--- config.mk ---
export PLATFORM = sky130hd
export DESIGN_NAME = alu_result_fifo
export DESIGN_NICKNAME = d
export VERILOG_FILES = /design/src/rtl/alu_result_fifo.sv
export SDC_FILE = /design/constraint.sdc
export NUM_CORES = 1
export LEC_CHECK = 0
export BUFFER_PORTS_ARGS = -buffer_cell sky130_fd_sc_hd__buf_2
export CELL_PAD_IN_SITES_DETAIL_PLACEMENT = 1
export CELL_PAD_IN_SITES_GLOBAL_PLACEMENT = 1
export CORE_AREA = 4 4 106 108
export CTS_BUF_LIST = sky130_fd_sc_hd__clkbuf_4 sky130_fd_sc_hd__clkbuf_8
export DETAILED_ROUTE_END_ITERATION = 7
export DIE_AREA = 0 0 110 112
export GPL_TIMING_DRIVEN = 0
export HOLD_SLACK_MARGIN = 0.15
export PLACE_DENSITY = 0.55
export SLEW_MARGIN = 20
export SYNTH_ARGS = -nofsm -noshare
export SYNTH_HDL_FRONTEND = slang
export SYNTH_SLANG_ARGS = --single-unit
--- constraint.sdc ---
create_clock -name clk -period 3.43 [get_ports clk]
set_input_delay 0.343 -clock clk [delete_from_list [all_inputs] [get_ports clk]]
set_output_delay 0.343 -clock clk [all_outputs]
set_load 0.005 [all_outputs]
--- src/rtl/alu_result_fifo.sv ---
`default_nettype none
// ============================================================================
// Module      : alu_result_fifo
// Description : Buffers ALU results with opcode and derived carry/zero/neg
//               flags in a DEPTH-entry FIFO behind valid/ready handshakes.
//               Optional feature macro: ALU_STICKY_FLAGS_EN (sticky carry).
// Revision    : 1.0 - initial release
// ============================================================================
module alu_result_fifo #(
  parameter int WIDTH = 8,
  parameter int DEPTH = 4
) (
  input  logic                     clk,
  input  logic                     rst,
  input  logic                     in_valid,
  output logic                     in_ready,
  input  logic [2:0]               in_sel,
  input  logic [WIDTH:0]           in_result,
  output logic                     out_valid,
  input  logic                     out_ready,
  output logic [WIDTH-1:0]         out_data,
  output logic [2:0]               out_op,
  output logic                     out_carry,
  output logic                     out_zero,
  output logic                     out_neg,
`ifdef ALU_STICKY_FLAGS_EN
  input  logic                     sticky_clr,
  output logic                     sticky_carry,
`endif
  output logic [$clog2(DEPTH):0]   count
);

  localparam int                 c_PTR_W = $clog2(DEPTH);
  localparam int                 c_CNT_W = c_PTR_W + 1;
  localparam logic [c_CNT_W-1:0] c_FULL  = c_CNT_W'(DEPTH);

  logic [WIDTH-1:0]   r_data_mem  [DEPTH];
  logic [2:0]         r_op_mem    [DEPTH];
  logic [DEPTH-1:0]   r_carry_mem;
  logic [DEPTH-1:0]   r_zero_mem;
  logic [DEPTH-1:0]   r_neg_mem;

  logic [c_PTR_W-1:0] r_wr_ptr;
  logic [c_PTR_W-1:0] r_rd_ptr;
  logic [c_CNT_W-1:0] r_count;

  logic               w_full;
  logic               w_push;
  logic               w_pop;
  logic               w_carry_in;
  logic               w_zero_in;
  logic               w_neg_in;

  // Full FIFO blocks pushes even when a pop frees a slot in the same cycle.
  assign w_full    = (r_count == c_FULL);
  assign in_ready  = ~rst & ~w_full;
  assign out_valid = (r_count != '0);
  assign w_push    = in_valid & in_ready;
  assign w_pop     = out_valid & out_ready;

  // Bit WIDTH is only meaningful as carry/borrow for add (000) and sub (001).
  assign w_carry_in = (in_sel[2:1] == 2'b00) ? in_result[WIDTH] : 1'b0;
  assign w_zero_in  = ~|in_result[WIDTH-1:0];
  assign w_neg_in   = in_result[WIDTH-1];

  always_ff @(posedge clk) begin
    if (w_push) begin
      r_data_mem[r_wr_ptr]  <= in_result[WIDTH-1:0];
      r_op_mem[r_wr_ptr]    <= in_sel;
      r_carry_mem[r_wr_ptr] <= w_carry_in;
      r_zero_mem[r_wr_ptr]  <= w_zero_in;
      r_neg_mem[r_wr_ptr]   <= w_neg_in;
    end
  end

  always_ff @(posedge clk) begin
    if (rst) begin
      r_wr_ptr <= '0;
      r_rd_ptr <= '0;
      r_count  <= '0;
    end else begin
      if (w_push) begin
        r_wr_ptr <= r_wr_ptr + c_PTR_W'(1);
      end
      if (w_pop) begin
        r_rd_ptr <= r_rd_ptr + c_PTR_W'(1);
      end
      case ({w_push, w_pop})
        2'b10:   r_count <= r_count + c_CNT_W'(1);
        2'b01:   r_count <= r_count - c_CNT_W'(1);
        default: r_count <= r_count;
      endcase
    end
  end

  // Stale memory contents never leak: head fields are masked when empty.
  always_comb begin
    out_data  = '0;
    out_op    = '0;
    out_carry = 1'b0;
    out_zero  = 1'b0;
    out_neg   = 1'b0;
    if (out_valid) begin
      out_data  = r_data_mem[r_rd_ptr];
      out_op    = r_op_mem[r_rd_ptr];
      out_carry = r_carry_mem[r_rd_ptr];
      out_zero  = r_zero_mem[r_rd_ptr];
      out_neg   = r_neg_mem[r_rd_ptr];
    end
  end

  assign count = r_count;

`ifdef ALU_STICKY_FLAGS_EN
  logic r_sticky_carry;

  // Setting on a carry pop takes priority over a simultaneous clear.
  always_ff @(posedge clk) begin
    if (rst) begin
      r_sticky_carry <= 1'b0;
    end else if (w_pop && out_carry) begin
      r_sticky_carry <= 1'b1;
    end else if (sticky_clr) begin
      r_sticky_carry <= 1'b0;
    end
  end

  assign sticky_carry = r_sticky_carry;
`endif

endmodule
`default_nettype wire

* After elaboration in Yosys (flattened, before gate mapping) *
Memory sizes are Yosys's and may differ from the RTL's. A register that Yosys moved wholly into a read port is not among the register bits.
Cells that the tools add are included.

operators by class
  multiplexer cells = 24
  reduce and logical (&&, ||, !) cells = 6
  $add $sub $neg = 4
  bitwise gates (word level) = 5
  equality and inequality tests = 3
  $lt $le $gt $ge = 3

operators by type and width
  kind                                                                                 number
  4-bit bitwise mux                                                                    3
  1-bit two-way mux                                                                    10
  2-bit two-way mux                                                                    4
  8-bit two-way mux                                                                    1
  8-bit OR reduction                                                                   1
  1-bit binary-select mux with 2-bit select                                            3
  2-bit by 3-bit < comparator with 1-bit output, second input constant                 2
  3-bit case mux with 2 select lines                                                   1
  2-bit by 1-bit adder with 2-bit output, second input constant                        2
  3-bit by 1-bit adder with 3-bit output, second input constant                        1
  1-bit AND                                                                            3
  3-bit equality test, second input constant                                           1
  3-bit two-way mux                                                                    1
  3-bit nonzero test                                                                   1
  3-bit by 1-bit subtractor with 3-bit output, second input constant                   1
  1-bit demux with 2-bit select                                                        1
  2-bit by 1-bit equality test with 1-bit output, second input constant                1
  2-bit equality test, second input constant                                           1
  2-bit by 1-bit greater-or-equal comparator with 1-bit output, second input constant  1
  2-bit logical NOT                                                                    1
  1-bit NOT                                                                            2
  2-bit nonzero test                                                                   1
  1-bit logical AND                                                                    1
  1-bit logical NOT                                                                    1

storage, ports and cells
  memories kept = 2
  register bits = 19
  output and inout port bits = 19
  input port bits = 16
  RAM bits = 44
  word-level logic and storage cells = 53

memories
  memory      depth  bits a word  read ports  clocked after Yosys merged registers in  wr ports  line  source
  r_data_mem  4      8            1           1                                        1         37    logic [WIDTH-1:0] r_data_mem [DEPTH];
  r_op_mem    4      3            1           1                                        1         38    logic [2:0] r_op_mem [DEPTH];

* Logic depth before layout (Yosys ltp) *
Gate-level depths: netlist of the first run.

  word-level depth = 6
  depth in mapped cells = 9
  gate-level depth less buffers = 9

* Least setup slack after synthesis of the first run *
No wires, ideal clock.

  path kind = reg2reg
  start point = reg r_count[2] (netlist: count[2])
  end point = reg r_count[2] (netlist: count[2])
  period minus slack after synthesis = 2041 ps
  buffers on the path = 0
  required time = 3358 ps
  stages on the path, launching flop included = 10
  setup slack = 1389 ps
  arrival = 1970 ps
  path through = dfxtp_1 -> nor3b_2 -> nor3b_4 -> inv_1 -> ha_1 -> inv_1 -> fa_1 -> xor2_1 -> or3_1 -> a21oi_1

between the ends
  cells in the longest elaborated chain, start to end = 6
  elaborated cells between the ends (all ways) = 12
  classes of those cells = add/sub (2); eq/ne (3); mux (1); bitwise (4); reduce/logical (2)

RTL lines
  what                                                                                          line  source
  start, declared                                                                               45    logic [c_CNT_W-1:0] r_count;
  start signal, assigned                                                                        89    2'b10: r_count <= r_count + c_CNT_W'(1);
  start signal, assigned                                                                        90    2'b01: r_count <= r_count - c_CNT_W'(1);
  start signal, assigned                                                                        91    default: r_count <= r_count;
  3-bit equality test                                                                           55    assign w_full = (r_count == c_FULL);
  1-bit NOT                                                                                     56    assign in_ready = ~rst & ~w_full;
  1-bit AND                                                                                     56
  1-bit AND                                                                                     58    assign w_push = in_valid & in_ready;
  2-bit by 1-bit equality test with 1-bit output / 2-bit equality test (equally long branches)  88    case ({w_push, w_pop})
  3-bit case mux with 2 select lines / 2-bit nonzero test (equally long branches)               --

Parallel ways exist; a longest one is shown, timed or not.
A chain may end at the register's enable or synchronous reset.

* Worst setup path after layout of the first run *
  start point = reg r_count[0] (netlist: count[0])
  end point = out out_op[1]

between the ends
  cells in the longest elaborated chain, start to end = 2

RTL lines
  what                line  source
  3-bit nonzero test  57    assign out_valid = (r_count != '0);
  3-bit two-way mux   103   if (out_valid) begin
  end, declared       22    output logic [2:0] out_op,

Every way passes these cells.

==> out/metrics.yaml, run 1 <==
cts_setup_buffers: 0
rrSetupSlack_ns: 1.26
min_to: "r_op_mem[2][0]$_DFFE_PP_"
grt_max_degree: 14
rsz0062_at_grt: "false"
grt_pass1_wl_mm: 7.65
end_kind: "output port"
ys.flop_type: "edfxtp_1"
cp.arrival_ns: 1.82
cts_tree: "done"
synthArstFlopShare_pct: 0
grt_overflow: 0
maxSlewHeadroom_pct: 50.3
period_share_pct: 63.2
antenna_found_initial: 0
startpoint_type: "flop"
place.gp.congestion: 0.635
fin_ws_ns: 1.26
nets: 207
synth.distinct_cells: 27
clock_sinks: 61
drv_cap: 0
reg2reg_depth: 9
ys_seq_area_share_pct: 69.3
die_h_um: 112
routed_via_density: 3.98
setup_viol: 0
grt_pass1_vias: 1431
synth-edff-count: 52
required_ns: 3.09
drc: 0
synth_top_family_by_area: "multiplexers"
pin_count: 35
muxShareOfSynthArea_pct: 13.5
min_from: "in_sel[0]"
worst-setup-path-type: "reg2out"
period_minus_slack_ns: 2.17
ys_ff_latch: 61
die_area_um2: 12300
synthXorXnorAreaFrac_pct: 1.05
worstSkewPairLatency_ns: 0.33
reg2reg_from: "count[2]$_SDFFE_PP0P_"
timing.rr.end: "count[2]$_SDFFE_PP0P_"
htree_levels: 3
hp-class: "in2reg"
final_antenna_net_count: 0
ys_warn_count: 0
grt_util_all_layers_pct: 8.48
ctsHoldBuffers: 0
first_pass_iters: 4
num_vias: 1299
drt_iter0_markers: 57
clkTransAtPathRegs_ns: 0.07
tns_ns: 0
synth_area_um2: 2510
slew_viol_final: 0
cellLeakagePower_nw: 1.08
cts_resized: 0
status: "complete, no violations"
vdd_drop_max_mv: 0.175
start_util_pct: 24.6
num_rows: 37
synthAdderAreaFrac_pct: 3.29
drive_above_1_share_pct: 37.4
worst_clock_skew_ns: 0.0107
yosys.area_share.simple_pct: 9.11
routed_wl_mm: 4.68
pre_cts_ws_ns: 1.18
fp.dieW_um: 110
power.density_nw_per_um2: 738
routedWlPerCell_um: 14.3
cp_max_fo: 10
clockBufferDepth: 2
hold_viol: 0
n_fill_cell: 1073
post_synth.cell_area_avg_um2: 17.8
syn_nets: 163
synth_compound_area_share_pct: 1.29
cts_root_buf: "clkbuf_8"
max_freq_mhz: 461
syn-instance-count: 141
io_buffer_count: 33
hold_depth: 1
tightest_slew_ns: 0.745
area_delta_synth_final_pct: 23.2
coreArea_um2: 10200
dp_hpwl_mm: 3.12
numCtsBuffers: 9
antennaDiodeCount: 0
## power breakdown
group | leakage [nW] | internal (mW) | switching, mW | total, mW
Combinational | 0.419 | 0.293 | 0.291 | 0.585
Clock | 0.116 | 0.486 | 0.295 | 0.781
Sequential | 0.547 | 0.874 | 0.0431 | 0.917
## worst max-delay path by stage
stage	start	to	slack [ns]	depth (start not counted)
final	count[0]$_SDFFE_PP0P_	out_op[1]	1.26	4
after global routing	count[2]$_SDFFE_PP0P_	count[2]$_SDFFE_PP0P_	1.01	9
after CTS	count[0]$_SDFFE_PP0P_	out_op[1]	1.16	4
after detailed placement	rst	count[2]$_SDFFE_PP0P_	1.18	9
after global placement	rst	count[2]$_SDFFE_PP0P_	1.19	9
after floorplan	count[2]$_SDFFE_PP0P_	count[2]$_SDFFE_PP0P_	1.39	9
## critical path, cell delays in order (launching register included)
cell,delay [ns]
dfxtp_1,0.38
nor3_2,0.50
buf_2,0.36
nor2b_1,0.11
buf_2,0.14
## final cells by class
type | count | area, um^2 | share of cell area [%]
Clock buffer | 9 | 124 | 4.00
Multi-Input combinational cell | 67 | 711 | 23.0
Inverter | 8 | 30.0 | 0.970
Sequential cell | 61 | 1740 | 56.3
Tap cell | 136 | 170 | 5.50
Clock inverter | 7 | 123 | 3.96
Timing Repair Buffer | 33 | 165 | 5.34
Buffer | 5 | 30.0 | 0.970
## sequential cells by signal (all words and copies together) (netlist names), named ones only
name	flops
r_neg_mem	3
r_data_mem	29
r_carry_mem	4
r_zero_mem	4
r_op_mem	12
count	3
r_rd_ptr	2
r_wr_ptr	2
## layout by cell type, fill, tap and decap left out, drive strengths merged, types with 3 or more instances in the layout
master and instances:
nor2 8, edfxtp 52, and2 4, bufinv 3, ha 5, mux4 14, xor2 3, nor2b 14
buf 37, nor3b 3, inv 9, a21oi 3, clkbuf 10, dfxtp 9
## logic make-up (layout without fill, tap and decap cells)
group	Yosys count	after routing
AND/OR/NAND/NOR	36	36
buffers and inverters	13	62
XOR/XNOR	3	3
flip-flops	61	61
adder cells (fa/ha/maj)	6	6
multiplexers	16	16
AO/OA/AOI/OAI	6	6
## cell usage after synthesis, types with 2 or more instances
master / number / area [um^2]
dfxtp_1: 9 / 180
or3_1: 2 / 12.5
edfxtp_1: 52 / 1560
mux4_2: 14 / 315
buf_2: 3 / 15.0
ha_1: 5 / 62.6
a21oi_1: 3 / 15.0
nor2_1: 8 / 30.0
and2_1: 4 / 25.0
or4_1: 2 / 15.0
nor2b_1: 14 / 87.6
inv_1: 8 / 30.0
xor2_1: 3 / 26.3
## per-layer routing
| layer | track usage (%) | share of wire [%] | vias to the layer above |
|---|---|---|---|
| li1 | - | - | 622 |
| met1 | 9.81 | 44 | 640 |
| met2 | 13.8 | 50 | 28 |
| met3 | 1.97 | 3.3 | 9 |
| met4 | 5.49 | 2.7 | 0 |
| met5 | 0 | 0 | - |
## per-stage QoR
stage	total power [mW]	hold slack, ns	std cells	cell area [um^2]	utilization (%)
floorplan	1.32	0.442	141	2510	-
global placement	1.54	0.503	310	2850	27.8
detailed placement	1.54	0.519	310	2850	27.8
CTS	2.33	0.221	326	3090	30.2
global route	2.44	0.219	326	3090	30.2
finish	2.28	0.236	326	3090	30.2
No activity file was read; power rests on OpenSTA's default activity.
==> run 2, diff against run 1 <==
--- a/config.mk
+++ b/config.mk
@@ -14,7 +14,7 @@
 export DIE_AREA = 0 0 110 112
 export GPL_TIMING_DRIVEN = 0
 export HOLD_SLACK_MARGIN = 0.15
-export PLACE_DENSITY = 0.55
+export PLACE_DENSITY = 0.56
 export SLEW_MARGIN = 20
 export SYNTH_ARGS = -nofsm -noshare
 export SYNTH_HDL_FRONTEND = slang
==> constraint.sdc (replaced) <==
create_clock -name clk -period 1.9 [get_ports clk]
set_input_delay 0.19 -clock clk [delete_from_list [all_inputs] [get_ports clk]]
set_output_delay 0.19 -clock clk [all_outputs]
set_load 0.005 [all_outputs]
==> out/metrics.yaml, run 2 (synthesized netlist as in run 1, its figures left out) <==
pin_count: 35  # unchanged
cts_root_buf: "clkbuf_8"
tightest_slew_ns: 0.542  # -0.203 ns
start_util_pct: 24.6  # unchanged
die_area_um2: 12300  # unchanged
numCtsBuffers: 9  # unchanged
num_rows: 37  # unchanged
worst_clock_skew_ns: 0.00369  # -0.00705 ns
grt_pass1_wl_mm: 7.77  # +1.6%
period_share_pct: 104
hold_viol: 0  # unchanged
max_freq_mhz: 507
drc: 0  # unchanged
worst-setup-path-type: "reg2reg"
drive_above_1_share_pct: 45.9  # +8.5 points
grt_pass1_vias: 1444  # +0.91%
antenna_found_initial: 0  # unchanged
dp_hpwl_mm: 3.09  # -1.0%
reg.largest.list: "r_data_mem: 29 flops, r_op_mem: 12 flops"
area_delta_synth_final_pct: 33.8
violations: "negative setup slack"
largest_register_ffs: 29  # unchanged
setup_viol: 1  # +1
num_vias: 1400  # +7.8%
worstSkewPairLatency_ns: 0.32  # about the same
maxSlewHeadroom_pct: 63.8  # +13 points
rsz0062_at_grt: "true"
grt_util_all_layers_pct: 8.65  # +0.17 points
antennaDiodeCount: 0  # unchanged
status: "finished, violations left"
startpoint_type: "flop"
period_minus_slack_ns: 1.97
slew_viol_final: 0  # unchanged
pre_cts_ws_ns: -0.153  # -1.33 ns
grt_overflow: 0  # unchanged
cp_max_fo: 5  # -5
drv_cap: 0  # unchanged
routed_via_density: 3.95  # -0.75%
fin_ws_ns: -0.0718  # -1.33 ns
cp.arrival_ns: 2.22  # +0.40 ns
end_kind: "flop"
io_buffer_count: 33  # unchanged
regMostFlops: "r_data_mem"
grt_max_degree: 14  # unchanged
power.density_nw_per_um2: 1240  # +69%
hp-class: "in2reg"
coreArea_um2: 10200  # unchanged
routed_wl_mm: 5.04  # +7.8%
clkTransAtPathRegs_ns: 0.06  # about the same
die_h_um: 112  # unchanged
routedWlPerCell_um: 14.2  # -0.72%
vdd_drop_max_mv: 0.378  # +120%
first_pass_iters: 4  # unchanged
clockBufferDepth: 2  # unchanged
finalPower_mw: 4.18  # +83%
cellLeakagePower_nw: 1.22  # +13%
most-common-layout-cells: "edfxtp_1 (52), buf_2 (35), buf_4 (17)"
clock_sinks: 61  # unchanged
required_ns: 2.14  # -0.95 ns
cts_tree: "done"
htree_levels: 3  # unchanged
fp.dieW_um: 110  # unchanged
drt_iter0_markers: 61  # +7.0%
place.gp.congestion: 0.622  # -2.0%
final_antenna_net_count: 0  # unchanged
nets: 235  # +14%
final_common_cell: "edfxtp_1"
-- run 2: final timing paths --
path,to,slack [ns],depth (start not counted),startpoint
worst min-delay path,r_rd_ptr[0]$_SDFFE_PP0P_,0.24,4,out_ready
worst min register to register,r_wr_ptr[0]$_SDFFE_PP0P_,0.53,1,r_wr_ptr[0]$_SDFFE_PP0P_
worst max register to register,count[2]$_SDFFE_PP0P_,-0.07,9,count[1]$_SDFFE_PP0P_
worst max-delay path,count[2]$_SDFFE_PP0P_,-0.07,9,count[1]$_SDFFE_PP0P_
-- run 2: where the power goes --
part | switching (mW) | leakage [nW] | internal, mW
combinational | 0.608 | 0.571 | 0.786
clock | 0.469 | 0.0976 | 0.626
sequential | 0.0923 | 0.550 | 1.60
total | 1.17 | 1.22 | 3.01
-- run 2: through the flow --
step                      std cells  setup TNS (ns)  util [%]  hold slack, ns  area [um^2]
after floorplan                 141        -0.00698         -           0.289         2530
after global placement          310          -0.557      28.0           0.418         2860
after detailed placement        310          -0.855      28.0           0.409         2860
after CTS                       346         -0.0852      32.0           0.260         3270
after global routing            354          -0.285      32.8           0.262         3360
final                           354         -0.0718      32.8           0.235         3360
-- run 2: worst max-delay path: stages, from the launching register on --
cell and delay [ns]:
dfxtp_4 0.37, nor3b_4 0.27, nor3b_4 0.07, inv_1 0.08, ha_2 0.18, inv_2 0.04
fa_2 0.32, xor2_1 0.15, or3_1 0.30, a21oi_1 0.11
-- run 2: timing repair --
action                                 CTS  global route
resized for setup                        9             9
hold buffers                            11             0
buffers inserted                         8             8
setup endpoints to repair               52            57
cloned                                   1             0
endpoints found under the hold margin   44             0
pin swaps                                2             2
-- run 2: final cells by class --
type | count | area, um^2
Timing Repair Buffer | 61 | 423
Fill cell | 1067 | 6870
Clock buffer | 11 | 139
Buffer | 5 | 36.3
Tap cell | 136 | 170
Multi-Input combinational cell | 67 | 754
Sequential cell | 61 | 1760
Inverter | 8 | 30.0
Clock inverter | 5 | 51.3
-- run 2: routing by layer --
metal,GRT usage (%),share of wire [%]
met5,0,0
met4,4.99,1.7
met3,1.28,2.8
met2,13.6,52
met1,11.2,44
==> run 3, diff against run 2 <==
--- a/config.mk
+++ b/config.mk
@@ -12,9 +12,9 @@
 export CTS_BUF_LIST = sky130_fd_sc_hd__clkbuf_4 sky130_fd_sc_hd__clkbuf_8
 export DETAILED_ROUTE_END_ITERATION = 7
 export DIE_AREA = 0 0 110 112
-export GPL_TIMING_DRIVEN = 0
 export HOLD_SLACK_MARGIN = 0.15
 export PLACE_DENSITY = 0.56
+export SETUP_SLACK_MARGIN = 0.4
 export SLEW_MARGIN = 20
 export SYNTH_ARGS = -nofsm -noshare
 export SYNTH_HDL_FRONTEND = slang
==> out/metrics.yaml, run 3 (synthesized netlist as in run 1, its figures left out) <==
status: "complete, no violations"
finalPower_mw: 4.48  # +7.1%
drt_iter0_markers: 71  # +16%
hold_viol: 0  # unchanged
most-common-layout-cells: "edfxtp_1 (52), buf_2 (33), mux4_2 (14)"
reg.largest.list: "r_data_mem: 29 flops, r_op_mem: 12 flops"
routedWlPerCell_um: 15.8  # +11%
die_h_um: 112  # unchanged
cts_root_buf: "clkbuf_8"
clock_sinks: 61  # unchanged
period_share_pct: 98.9  # -4.9 points
startpoint_type: "flop"
area_delta_synth_final_pct: 38.9
largest_register_ffs: 29  # unchanged
antenna_found_initial: 0  # unchanged
coreArea_um2: 10200  # unchanged
clock_power_share_pct: 24.8  # -1.4 points
grt_pass1_vias: 1567  # +8.5%
regMostFlops: "r_data_mem"
routed_wl_mm: 5.68  # +13%
end_kind: "flop"
numCtsBuffers: 9  # unchanged
cts_tree: "done"
fin_util_pct: 34.1  # +1.3 points
htree_levels: 3  # unchanged
slew_viol_final: 0  # unchanged
combPwrFrac_pct: 37.6  # +4.2 points
die_area_um2: 12300  # unchanged
grt_max_degree: 14  # unchanged
internal_power_mw: 3.17  # +5.4%
io_buffer_count: 34  # +3.0%
fp.dieW_um: 110  # unchanged
slowest_delay_ns: 0.34  # -0.03 ns
tightest_slew_ns: 0.576  # +0.0347 ns
place.gp.congestion: 0.709  # +14%
drv_cap: 0  # unchanged
grt_pass1_wl_mm: 8.44  # +8.6%
antennaDiodeCount: 0  # unchanged
worstSkewPairLatency_ns: 0.33  # about the same
required_ns: 2.16  # +0.02 ns
p_seq_share_pct: 37.6  # -2.8 points
drive_above_1_share_pct: 52.0  # +6.1 points
worst_clock_skew_ns: 0.00861  # +0.00492 ns
cellLeakagePower_nw: 1.26  # +3.4%
vdd_drop_max_mv: 0.353  # -6.5%
grt_overflow: 0  # unchanged
p_sw_mw: 1.30  # +12%
dp_hpwl_mm: 3.46  # +12%
clkTransAtPathRegs_ns: 0.07  # about the same
path_cells: "nor3b_4 > nor3b_4 > inv_2 > ha_4 > inv_2 > fa_2 > xor2_1 > or3_1 > a21oi_1"
power.density_nw_per_um2: 1280  # +3.2%
final_common_cell: "edfxtp_1"
hp-class: "in2reg"
maxSlewHeadroom_pct: 61.5  # -2.3 points
nets: 240  # +2.1%
swShare_pct: 29.2  # +1.2 points
max_freq_mhz: 532  # +5.0%
final_antenna_net_count: 0  # unchanged
drc: 0  # unchanged
pin_count: 35  # unchanged
start_util_pct: 24.6  # unchanged
cp.arrival_ns: 2.14  # -0.08 ns
num_rows: 37  # unchanged
clockBufferDepth: 2  # unchanged
first_pass_iters: 4  # unchanged
grt_util_all_layers_pct: 9.32  # +0.67 points
rsz0062_at_grt: "true"
period_minus_slack_ns: 1.88  # -0.0932 ns
cp_max_fo: 2  # -3
setup_viol: 0  # -1
slowest_stage: "dfxtp_2"
worst-setup-path-type: "reg2reg"
num_vias: 1470  # +5.0%
routed_via_density: 4.09  # +3.5%
==> run 3: critical path, delay by kind of cell (launching register included) <==
kind	cells	cell delay, ns
simple gates	3	0.64
fa+ha+maj	2	0.44
flops	1	0.34
xor+xnor	1	0.16
compound gates	1	0.12
buf+inv	2	0.10
==> run 3: worst paths after layout <==
path	start	endpoint	slack (ns)	cells past startpoint
worst max-delay path	count[1]$_SDFFE_PP0P_	count[2]$_SDFFE_PP0P_	0.02	9
worst min-delay path	rst	count[2]$_SDFFE_PP0P_	0.25	3
worst max register to register	count[1]$_SDFFE_PP0P_	count[2]$_SDFFE_PP0P_	0.02	9
worst min register to register	r_wr_ptr[0]$_SDFFE_PP0P_	r_wr_ptr[0]$_SDFFE_PP0P_	0.52	1
==> run 3: power groups by stage <==
stage | combinational, mW | sequential [mW] | clock (mW)
after floorplan | 0.743 | 1.68 | 0
after global routing | 1.84 | 1.70 | 1.21
final | 1.68 | 1.68 | 1.11
after detailed placement | 1.24 | 1.70 | 0
after CTS | 1.47 | 1.68 | 1.15
after global placement | 1.21 | 1.69 | 0
==> run 3: metal layers <==
layer	vias up	part of all wire, %	global-route usage, %
li1	695	-	-
met1	741	45	11.3
met2	27	51	15.6
met3	7	2.7	1.45
met4	0	1.9	5.24
met5	-	0	0
==> run 3: cell type report <==
type                    count  area [um^2]
fillers                  1059         6740
flip-flops and latches     61         1750
multi-input cells          71          848
repair buffers             67          493
well taps                 136          170
clock buffers              10          131
clock inverters             6         63.8
inverters                   8         30.0
==> run 3: metrics by stage <==
stage / instances / hold WS, ns / instance area [um^2] / TNS, ns / setup slack (ns)
3_5_place_dp: 318 / 0.412 / 2940 / -0.0544 / -0.0544
5_1_grt: 359 / 0.263 / 3490 / -0.0734 / -0.0734
2_1_floorplan: 141 / 0.289 / 2540 / 0 / 0.0187
3_3_place_gp: 318 / 0.410 / 2940 / 0 / 0.0328
4_1_cts: 351 / 0.222 / 3360 / 0 / 0.0126
6_report: 359 / 0.249 / 3490 / 0 / 0.0214
==> run 3: timing repair <==
action / 4_1_cts / 5_1_grt
pin swaps: 2 / 6
endpoints found under the setup margin: 70 / 74
setup buffers: 6 / 3
endpoints found under the hold margin: 44 / 0
gates resized for setup: 23 / 20
hold buffers: 11 / 0
cloned: 0 / 5
